===== src/rtl/efi_pkg.sv =====
// Shared register-map constants for the SPI-attached peripheral blocks.
package efi_pkg;

  localparam int SPI_ADDR_W = 7;
  localparam int SPI_DATA_W = 16;

  localparam logic [SPI_ADDR_W-1:0] PWM_BASE = 7'd8;

  // Offsets inside the PWM window; duty registers follow OFF_DUTY0 contiguously
  localparam int OFF_PERIOD = 0;
  localparam int OFF_CTRL   = 1;
  localparam int OFF_DUTY0  = 2;

  localparam int CTRL_RUN = 0;
  localparam int CTRL_IMM = 1;

endpackage


===== src/rtl/pwm_cmp_ch.sv =====
// One PWM channel: duty shadow/active pair, compare against the shared counter, output flop.
module pwm_cmp_ch #(
  parameter int DATA_W = 16
) (
  input  logic              clk,
  input  logic              reset_n,
  input  logic              duty_wr,
  input  logic [DATA_W-1:0] data_in,
  input  logic              commit,
  input  logic              enable,
  input  logic [DATA_W-1:0] cnt,
  output logic [DATA_W-1:0] duty_sh,
  output logic              pwm_out
);

  logic [DATA_W-1:0] duty_act;

  always_ff @(posedge clk) begin
    if (!reset_n) begin
      duty_sh  <= '0;
      duty_act <= '0;
      pwm_out  <= 1'b0;
    end else begin
      if (duty_wr) duty_sh <= data_in;
      // commit copies the shadow as it stood before any same-edge write
      if (commit) duty_act <= duty_sh;
      pwm_out <= enable && (cnt < duty_act);
    end
  end

endmodule


===== src/rtl/spi_pwm_bank.sv =====
// Register-mapped PWM bank: shared period counter, NUM_CH duty channels, atomic shadow commit.
module spi_pwm_bank
  import efi_pkg::*;
#(
  parameter int                NUM_CH    = 6,
  parameter int                ADDR_W    = SPI_ADDR_W,
  parameter logic [ADDR_W-1:0] ADDR_BASE = ADDR_W'(PWM_BASE),
  parameter int                DATA_W    = SPI_DATA_W
) (
  input  logic              clk,
  input  logic              reset_n,
  input  logic              wr_en,
  input  logic [ADDR_W-1:0] addr,
  input  logic [DATA_W-1:0] data_in,
  input  logic [ADDR_W-1:0] rd_addr,
  output logic [DATA_W-1:0] rd_data,
  output logic [NUM_CH-1:0] pwm_out,
  output logic              wrap
);

  logic [ADDR_W-1:0] wr_off;
  logic [ADDR_W-1:0] rd_off;
  logic [DATA_W-1:0] period_sh;
  logic [DATA_W-1:0] period_act;
  logic [DATA_W-1:0] cnt;
  logic [DATA_W-1:0] rd_next;
  logic [DATA_W-1:0] duty_sh [NUM_CH];
  logic [NUM_CH-1:0] duty_wr;
  logic              run;
  logic              imm;
  logic              pending;
  logic              running;
  logic              wrap_evt;
  logic              commit;
  logic              period_wr;
  logic              ctrl_wr;

  assign wr_off    = addr - ADDR_BASE;
  assign rd_off    = rd_addr - ADDR_BASE;
  assign period_wr = wr_en && (wr_off == ADDR_W'(OFF_PERIOD));
  assign ctrl_wr   = wr_en && (wr_off == ADDR_W'(OFF_CTRL));

  // >= rather than == so a period shrunk below the live count wraps at once
  assign running  = run && (period_act != '0);
  assign wrap_evt = running && (cnt >= period_act - DATA_W'(1));
  assign commit   = pending && (wrap_evt || !run || (period_act == '0) || imm);

  always_ff @(posedge clk) begin
    if (!reset_n) begin
      period_sh  <= '0;
      period_act <= '0;
      run        <= 1'b0;
      imm        <= 1'b0;
      pending    <= 1'b0;
      cnt        <= '0;
      wrap       <= 1'b0;
      rd_data    <= '0;
    end else begin
      if (period_wr) period_sh <= data_in;
      if (ctrl_wr) begin
        run <= data_in[CTRL_RUN];
        imm <= data_in[CTRL_IMM];
      end
      if (commit) period_act <= period_sh;
      if (period_wr || (|duty_wr)) pending <= 1'b1;
      else if (commit)             pending <= 1'b0;
      if (!running || wrap_evt) cnt <= '0;
      else                      cnt <= cnt + DATA_W'(1);
      wrap    <= wrap_evt;
      rd_data <= rd_next;
    end
  end

  always_comb begin
    rd_next = '0;
    if (rd_off == ADDR_W'(OFF_PERIOD)) begin
      rd_next = period_sh;
    end else if (rd_off == ADDR_W'(OFF_CTRL)) begin
      rd_next[CTRL_RUN] = run;
      rd_next[CTRL_IMM] = imm;
    end else if (rd_off == ADDR_W'(OFF_DUTY0 + NUM_CH)) begin
      rd_next = cnt;
    end
    for (int i = 0; i < NUM_CH; i++) begin
      if (rd_off == ADDR_W'(OFF_DUTY0 + i)) rd_next = duty_sh[i];
    end
  end

  for (genvar i = 0; i < NUM_CH; i++) begin : g_ch
    assign duty_wr[i] = wr_en && (wr_off == ADDR_W'(OFF_DUTY0 + i));

    pwm_cmp_ch #(.DATA_W(DATA_W)) u_ch (
      .clk     (clk),
      .reset_n (reset_n),
      .duty_wr (duty_wr[i]),
      .data_in (data_in),
      .commit  (commit),
      .enable  (running),
      .cnt     (cnt),
      .duty_sh (duty_sh[i]),
      .pwm_out (pwm_out[i])
    );
  end

endmodule


===== config.mk =====
export PLATFORM = sky130hd
export DESIGN_NAME = spi_pwm_bank
export DESIGN_NICKNAME = d
export VERILOG_FILES = /design/src/rtl/efi_pkg.sv /design/src/rtl/pwm_cmp_ch.sv /design/src/rtl/spi_pwm_bank.sv
export SDC_FILE = /design/constraint.sdc
export NUM_CORES = 1
export LEC_CHECK = 0
export ABC_AREA = 0
export CAP_MARGIN = 20
export CORE_MARGIN = 2
export CORE_UTILIZATION = 40
export DETAILED_ROUTE_END_ITERATION = 12
export GPL_TIMING_DRIVEN = 0
export PLACE_DENSITY_LB_ADDON = 0.25
export SLEW_MARGIN = 30
export SYNTH_ARGS = -nofsm -noshare
export SYNTH_HDL_FRONTEND = slang
export SYNTH_SLANG_ARGS = --single-unit

===== constraint.sdc =====
create_clock -name clk -period 2.8 [get_ports clk]
set_input_delay 0.56 -clock clk [delete_from_list [all_inputs] [get_ports clk]]
set_output_delay 0.56 -clock clk [all_outputs]
set_load 0.005 [all_outputs]

==> flow_metrics.env, run 1 <==
export IMPL_status="finished with violations"
export IMPL_violations="setup timing"
export IMPL_slew_viol_final=0
export IMPL_gr_total_overflow=0
export IMPL_synth_seq_cells=266
export IMPL_worstPathArrival_ns=3.68
export IMPL_cts_buffer_depth=3
export IMPL_area_growth_synth_to_final_pct=20.0
export IMPL_coreArea_mm2=0.0353
export IMPL_synth_cell_types=54
export IMPL_fmax_mhz=312
export IMPL_cp_max_fo=7
export IMPL_finalHoldViolCount=0
export IMPL_cts_tree="yes"
export IMPL_startpoint_type="register"
export IMPL_setup_violations=130
export IMPL_io_buffer_count=49
export IMPL_synthCells=1611
export IMPL_seq_area_frac_synth=0.374
export IMPL_fin_crit_sh=1.15
export IMPL_grt_start_max_net_pins=15
export IMPL_synth_edf_count=0
export IMPL_dieArea_mm2=0.0371
export IMPL_antenna_found_initial=0
export IMPL_layout_drive_gt1_share=0.0877
export IMPL_synth_area_per_cell_um2=8.83
export IMPL_grt_pass1_vias=11300
export IMPL_fill_cells=3342
export IMPL_dr_total_vias=12000
export IMPL_critical_path_class="reg2reg"
export IMPL_cts_htree_levels=1
export IMPL_die_w_um=193
export IMPL_cts_root_buf="clkbuf_16"
export IMPL_cts_buffers=31
export IMPL_synth_area_leaders="dfxtp_1, mux2i_1, ha_1"
export IMPL_yosysWarnings=0
export IMPL_p_per_area_mw_per_mm2=494
export IMPL_netlist_area_mm2=0.0142
export IMPL_routedWlPerCell_um=22.0
export IMPL_drt_vias_per_instance=5.45
export IMPL_dr_pass1_iters=5
export IMPL_setup_slack_ns=-0.407
export IMPL_rsz0062_at_grt="yes"
export IMPL_ctsHoldBuffers=0
export IMPL_synth_top_area_frac=0.374
export IMPL_clk_latency_ns=0.56
export IMPL_end_kind="register"
export IMPL_cts_sinks=266
export IMPL_fp_row_count=69
export IMPL_final_nets=1867
export IMPL_critPathRequiredTime_ns=3.27
export IMPL_dieHeight_um=193
export IMPL_stdcell_count=2206
export IMPL_synth_largest_area_cell="dfxtp_1"
export IMPL_clkTransAtPathRegs_ns=0.06
export IMPL_synth_nets=1754
export IMPL_gp_congestion=0.977
export IMPL_ant_nets=0
export IMPL_cap_violations=0
export IMPL_ys_async_sr_fraction=0
export IMPL_start_util=0.403
export IMPL_fin_tns_setup_ns=-40.66
export IMPL_ys_flop_type="dfxtp_1"
export IMPL_post_route_min_period_ns=3.21
export IMPL_peakVddDrop_mv=0.574
export IMPL_grt_pass1_wl_um=69700
export IMPL_tightest_slew_ns=1.05
export IMPL_track_usage=0.257
export IMPL_dp_hpwl_um=34900
export IMPL_drc=0
export IMPL_drt_iter0_drc=1079
export IMPL_io_pins=56
export IMPL_dpl_cell_count=2121
export IMPL_clock_skew_ns=0.0173
export IMPL_hold_class="in2reg"
export IMPL_routed_wl_um=48500
export IMPL_relSlewSlack=0.299
export IMPL_p_leak_nw=6.19
critical path: stages, from the launching register on:
cell and delay [ns]:
dfxtp_1 0.37, or4_4 0.56, nor3_4 0.18, xnor2_1 0.08
ha_1 0.33, nand4_1 0.15, a211oi_2 0.26, a2111oi_4 0.11
buf_4 0.17, a21boi_4 0.22, buf_4 0.16, buf_12 0.16
clkbuf_16 0.17, mux2i_1 0.19
cells in the final DEF, fill, tap and decap left out, types with 6 or more instances in the layout:
master           instances
dfxtp_1                255
o21ai_0                 70
nand2b_1                11
clkbuf_1                68
a21oi_1                 46
clkdlybuf4s50_1         49
nor2_1                  54
inv_1                  111
clkbuf_16               38
nand4_1                 14
a211o_1                  6
a22oi_1                 12
clkbuf_8                 8
nor2b_1                109
buf_6                    7
buf_4                   23
a21o_1                   7
nor4_1                  19
a21boi_0                19
xor2_1                  14
dfxtp_2                  8
a211oi_1                13
nand2_1                273
nor3_1                  10
buf_12                  11
ha_1                   109
o21a_1                   6
nand3_1                 19
xnor2_1                 16
mux2i_1                241
buf_2                    8
o22ai_1                  9
synth_stat cells (16+ instances only):
library cell,instances
nor4_1,22
ha_1,110
xnor2_1,16
nor2b_1,109
nand2_1,275
clkbuf_1,67
nand3_1,21
a21oi_1,47
dfxtp_1,266
nor2_1,55
a21boi_0,20
o21ai_0,70
inv_1,111
mux2i_1,242
flip-flops by register name, summed over array words and instances, names as in the netlist:
signal / flops
wrap: 1
rd_data: 16
cnt: 16
period_act: 16
g_ch.u_ch.pwm_out: 6
imm: 1
pending: 1
g_ch.u_ch.duty_sh: 96
g_ch.u_ch.duty_act: 96
run: 1
period_sh: 16
kinds of logic after synthesis:
kind of cell | Yosys count | synth area share
AOI/OAI and AO/OA | 211 | 0.0925
DFF | 266 | 0.374
and+or+nand+nor | 538 | 0.178
muxes | 247 | 0.177
xor gates and xnor gates | 30 | 0.0185
buffers and inverters | 209 | 0.0632
adders and majority gates | 110 | 0.0967
path summary, 6_finish.rpt:
kind                                 start                   endpoint  slack, ns  cells past startpoint
hold / removal                  data_in[1]                        imm       0.45                      3
setup reg to reg            period_act[11]  g_ch[5].u_ch.duty_act[12]      -0.41                     13
setup / recovery            period_act[11]  g_ch[5].u_ch.duty_act[12]      -0.41                     13
hold reg to reg   g_ch[0].u_ch.duty_act[6]   g_ch[0].u_ch.duty_act[6]       0.46                      2
layer usage:
| metal | GRT usage | share of wire |
|---|---|---|
| met1 | 0.356 | 0.45 |
| met2 | 0.402 | 0.43 |
| met3 | 0.0333 | 0.066 |
| met4 | 0.106 | 0.045 |
| met5 | 0 | 0 |
layout make-up:
| class | instances | area [µm²] | area share |
|---|---|---|---|
| Sequential cell | 266 | 5350 | 0.313 |
| Timing Repair Buffer | 82 | 928 | 0.0544 |
| Tap cell | 461 | 577 | 0.0338 |
| Clock inverter | 9 | 149 | 0.00872 |
| Multi-Input combinational cell | 1136 | 8170 | 0.478 |
| Inverter | 111 | 417 | 0.0244 |
| Buffer | 96 | 597 | 0.0349 |
| Clock buffer | 44 | 895 | 0.0524 |
| Antenna cell | 1 | 2.50 | 0.000147 |
metrics by stage:
stage                util  worst slack, ns  hold slack, ns  cell area, µm²  power [W]
CTS                 0.476           -0.408           0.447           16800    0.00844
floorplan               -          0.00767           0.435           14200    0.00410
detailed placement  0.434           -0.883           0.446           15300    0.00429
finish              0.484           -0.407           0.447           17100    0.00843
global placement    0.434           -0.826           0.444           15300    0.00429
global route        0.484           -0.564           0.477           17100    0.00862
repair_timing:
item	CTS	global route
gates resized for setup	61	23
pin swaps	21	15
buffers inserted	18	6
cloned	4	6
setup endpoints to repair	141	162
where the power goes:
group	internal [W]	switching [W]	leakage [nW]
clock	0.00256	0.00163	0.516
sequential	0.00379	0.00000663	2.15
combinational	0.000153	0.000286	3.52
Power figures use the tool's default switching activity.
==> run 2, diff against run 1 <==
--- a/config.mk
+++ b/config.mk
@@ -16,3 +16,4 @@
 export SYNTH_ARGS = -nofsm -noshare
 export SYNTH_HDL_FRONTEND = slang
 export SYNTH_SLANG_ARGS = --single-unit
+export TNS_END_PERCENT = 10
==> run 2 against run 1 <==
- the flow still finishes with violations (setup timing)
- sequential power is essentially flat
- final cell count hardly changed
- wire length decreased by 0.21%
- via count shrank 0.67%
- sequential cell count unchanged
- non-clock buffer count shrank 1
- core utilization fell by 0.15 points
- design area down 0.30%
- clock power about the same
- total power about the same
- hold slack got worse by 0.00088 ns
- combinational power about the same
==> flow_metrics.env, run 2 (same netlist as run 1, synthesis figures left out) <==
export IMPL_status="finished with violations"
export IMPL_ctsHoldBuffers=0
export IMPL_final_common_cell="nand2_1"
export IMPL_pwr_share_comb=0.052
export IMPL_cts_buffers=31
export IMPL_dieHeight_um=193
export IMPL_grt_start_max_net_pins=15
export IMPL_grt_pass1_wl_um=69600
export IMPL_dieArea_mm2=0.0371
export IMPL_dr_total_vias=11900
export IMPL_tightest_slew_ns=1.05
export IMPL_antenna_found_initial=0
export IMPL_area_growth_synth_to_final_pct=19.7
export IMPL_ant_nets=0
export IMPL_drt_vias_per_instance=5.41
export IMPL_layout_drive_gt1_share=0.0843
export IMPL_clkTransAtPathRegs_ns=0.06
export IMPL_gr_total_overflow=0
export IMPL_cp_max_fo=5
export IMPL_cts_buffer_depth=3
export IMPL_drt_iter0_drc=1072
export IMPL_clockPowerShare=0.498
export IMPL_sequentialPowerShare=0.450
export IMPL_drc=0
export IMPL_io_buffer_count=49
export IMPL_hold_class="in2reg"
export IMPL_clock_skew_ns=0.0127
export IMPL_reg2reg_depth=16
export IMPL_cap_violations=0
export IMPL_pre_cts_slack_ns=-0.883
export IMPL_io_pins=56
export IMPL_power_switching_share=0.228
export IMPL_fin_tns_setup_ns=-43.04
export IMPL_clk_latency_ns=0.56
export IMPL_routed_wl_um=48400
export IMPL_post_route_min_period_ns=3.20
export IMPL_setup_slack_ns=-0.404
export IMPL_cts_htree_levels=1
export IMPL_dpl_cell_count=2121
export IMPL_startpoint_type="register"
export IMPL_p_per_area_mw_per_mm2=495
export IMPL_cts_root_buf="clkbuf_16"
export IMPL_whs_ns=0.447
export IMPL_final_cell_mix="nand2_1, dfxtp_1, mux2i_1, inv_1"
export IMPL_final_nets=1866
export IMPL_fin_crit_sh=1.14
export IMPL_hold_path_depth=3
export IMPL_setup_violations=139
export IMPL_p_leak_nw=6.17
export IMPL_critical_path_class="reg2reg"
export IMPL_gp_congestion=0.977
export IMPL_dr_pass1_iters=5
export IMPL_largestRegisters="g_ch.u_ch.duty_act (96), g_ch.u_ch.duty_sh (96)"
export IMPL_violations="setup timing"
export IMPL_critPathRequiredTime_ns=3.28
export IMPL_reg2reg_slack_ns=-0.40
export IMPL_power_switching_w=0.00192
export IMPL_finalHoldViolCount=0
export IMPL_rsz0062_at_grt="yes"
export IMPL_cts_sinks=266
export IMPL_power_internal_w=0.00651
export IMPL_end_kind="register"
export IMPL_die_w_um=193
export IMPL_dpl_instance_area_mm2=0.0153
export IMPL_routedWlPerCell_um=22.0
export IMPL_postLayoutCellArea_mm2=0.0170
export IMPL_start_util=0.403
export IMPL_coreArea_mm2=0.0353
export IMPL_fmax_mhz=312
export IMPL_stdcell_count=2205
export IMPL_fp_row_count=69
export IMPL_dp_hpwl_um=34900
export IMPL_grt_pass1_vias=11200
export IMPL_worstPathArrival_ns=3.69
export IMPL_peakVddDrop_mv=0.573
export IMPL_slew_viol_final=0
export IMPL_track_usage=0.256
export IMPL_relSlewSlack=0.296
export IMPL_cts_tree="yes"
==> run 2: cell types whose count changed in the layout (fill, tap and decap cells not counted), sizes merged <==
cell	change
buf	-1
==> run 2: worst max-delay path, cell delays in order (launching register included) <==
cell and delay [ns]:
dfxtp_4 0.36, nor4_4 0.28, nand3_2 0.17, nor4_4 0.30
xnor2_1 0.17, ha_1 0.26, nand4_1 0.14, a211oi_2 0.07
a2111oi_4 0.34, buf_4 0.20, buf_4 0.12, buf_6 0.08
buf_6 0.10, nand4_1 0.11, buf_6 0.18, clkbuf_16 0.15
nor2_1 0.10
==> run 2: power by group through the flow <==
| stage | Sequential (W) | Clock (W) | Combinational (W) |
|---|---|---|---|
| global route | 0.00379 | 0.00437 | 0.000454 |
| floorplan | 0.00388 | 0 | 0.000225 |
| finish | 0.00380 | 0.00420 | 0.000436 |
| global placement | 0.00388 | 0 | 0.000405 |
| CTS | 0.00380 | 0.00423 | 0.000420 |
| detailed placement | 0.00388 | 0 | 0.000408 |
==> run 2: path summary, 6_finish.rpt <==
kind | from | endpoint
setup reg to reg | period_act[5] | cnt[7]
hold / removal | data_in[1] | imm
setup / recovery | period_act[5] | cnt[7]
hold reg to reg | g_ch[4].u_ch.duty_act[8] | g_ch[4].u_ch.duty_act[8]
==> run 2: per-stage QoR <==
stage | power (W) | utilization
4_1_cts | 0.00844 | 0.476
3_5_place_dp | 0.00429 | 0.434
6_report | 0.00843 | 0.482
3_3_place_gp | 0.00429 | 0.434
5_1_grt | 0.00862 | 0.482
2_1_floorplan | 0.00410 | -
==> run 2: metal layers <==
layer  up-vias  wire length [µm]  GRT usage
met5         -                 0          0
met2       439             21200      0.404
li1       5707                 -          -
met1      5684             22000      0.354
met4         0              2030     0.0989
met3       109              3250     0.0349
==> run 2: layout make-up <==
class | instances | area (µm²)
diodes | 1 | 2.50
clock buffers | 44 | 895
multi-input cells | 1136 | 8150
clock inverters | 9 | 149
fillers | 3342 | 18300
repair buffers | 79 | 872
flip-flops and latches | 266 | 5350
inverters | 111 | 417
plain buffers | 98 | 622
well taps | 461 | 577
==> run 2: repair_timing <==
action,4_1_cts,5_1_grt
setup buffers,18,4
endpoints found under the hold margin,0,0
gates cloned,3,5
endpoints found under the setup margin,141,162
pin swaps,20,16
gates resized for setup,59,16
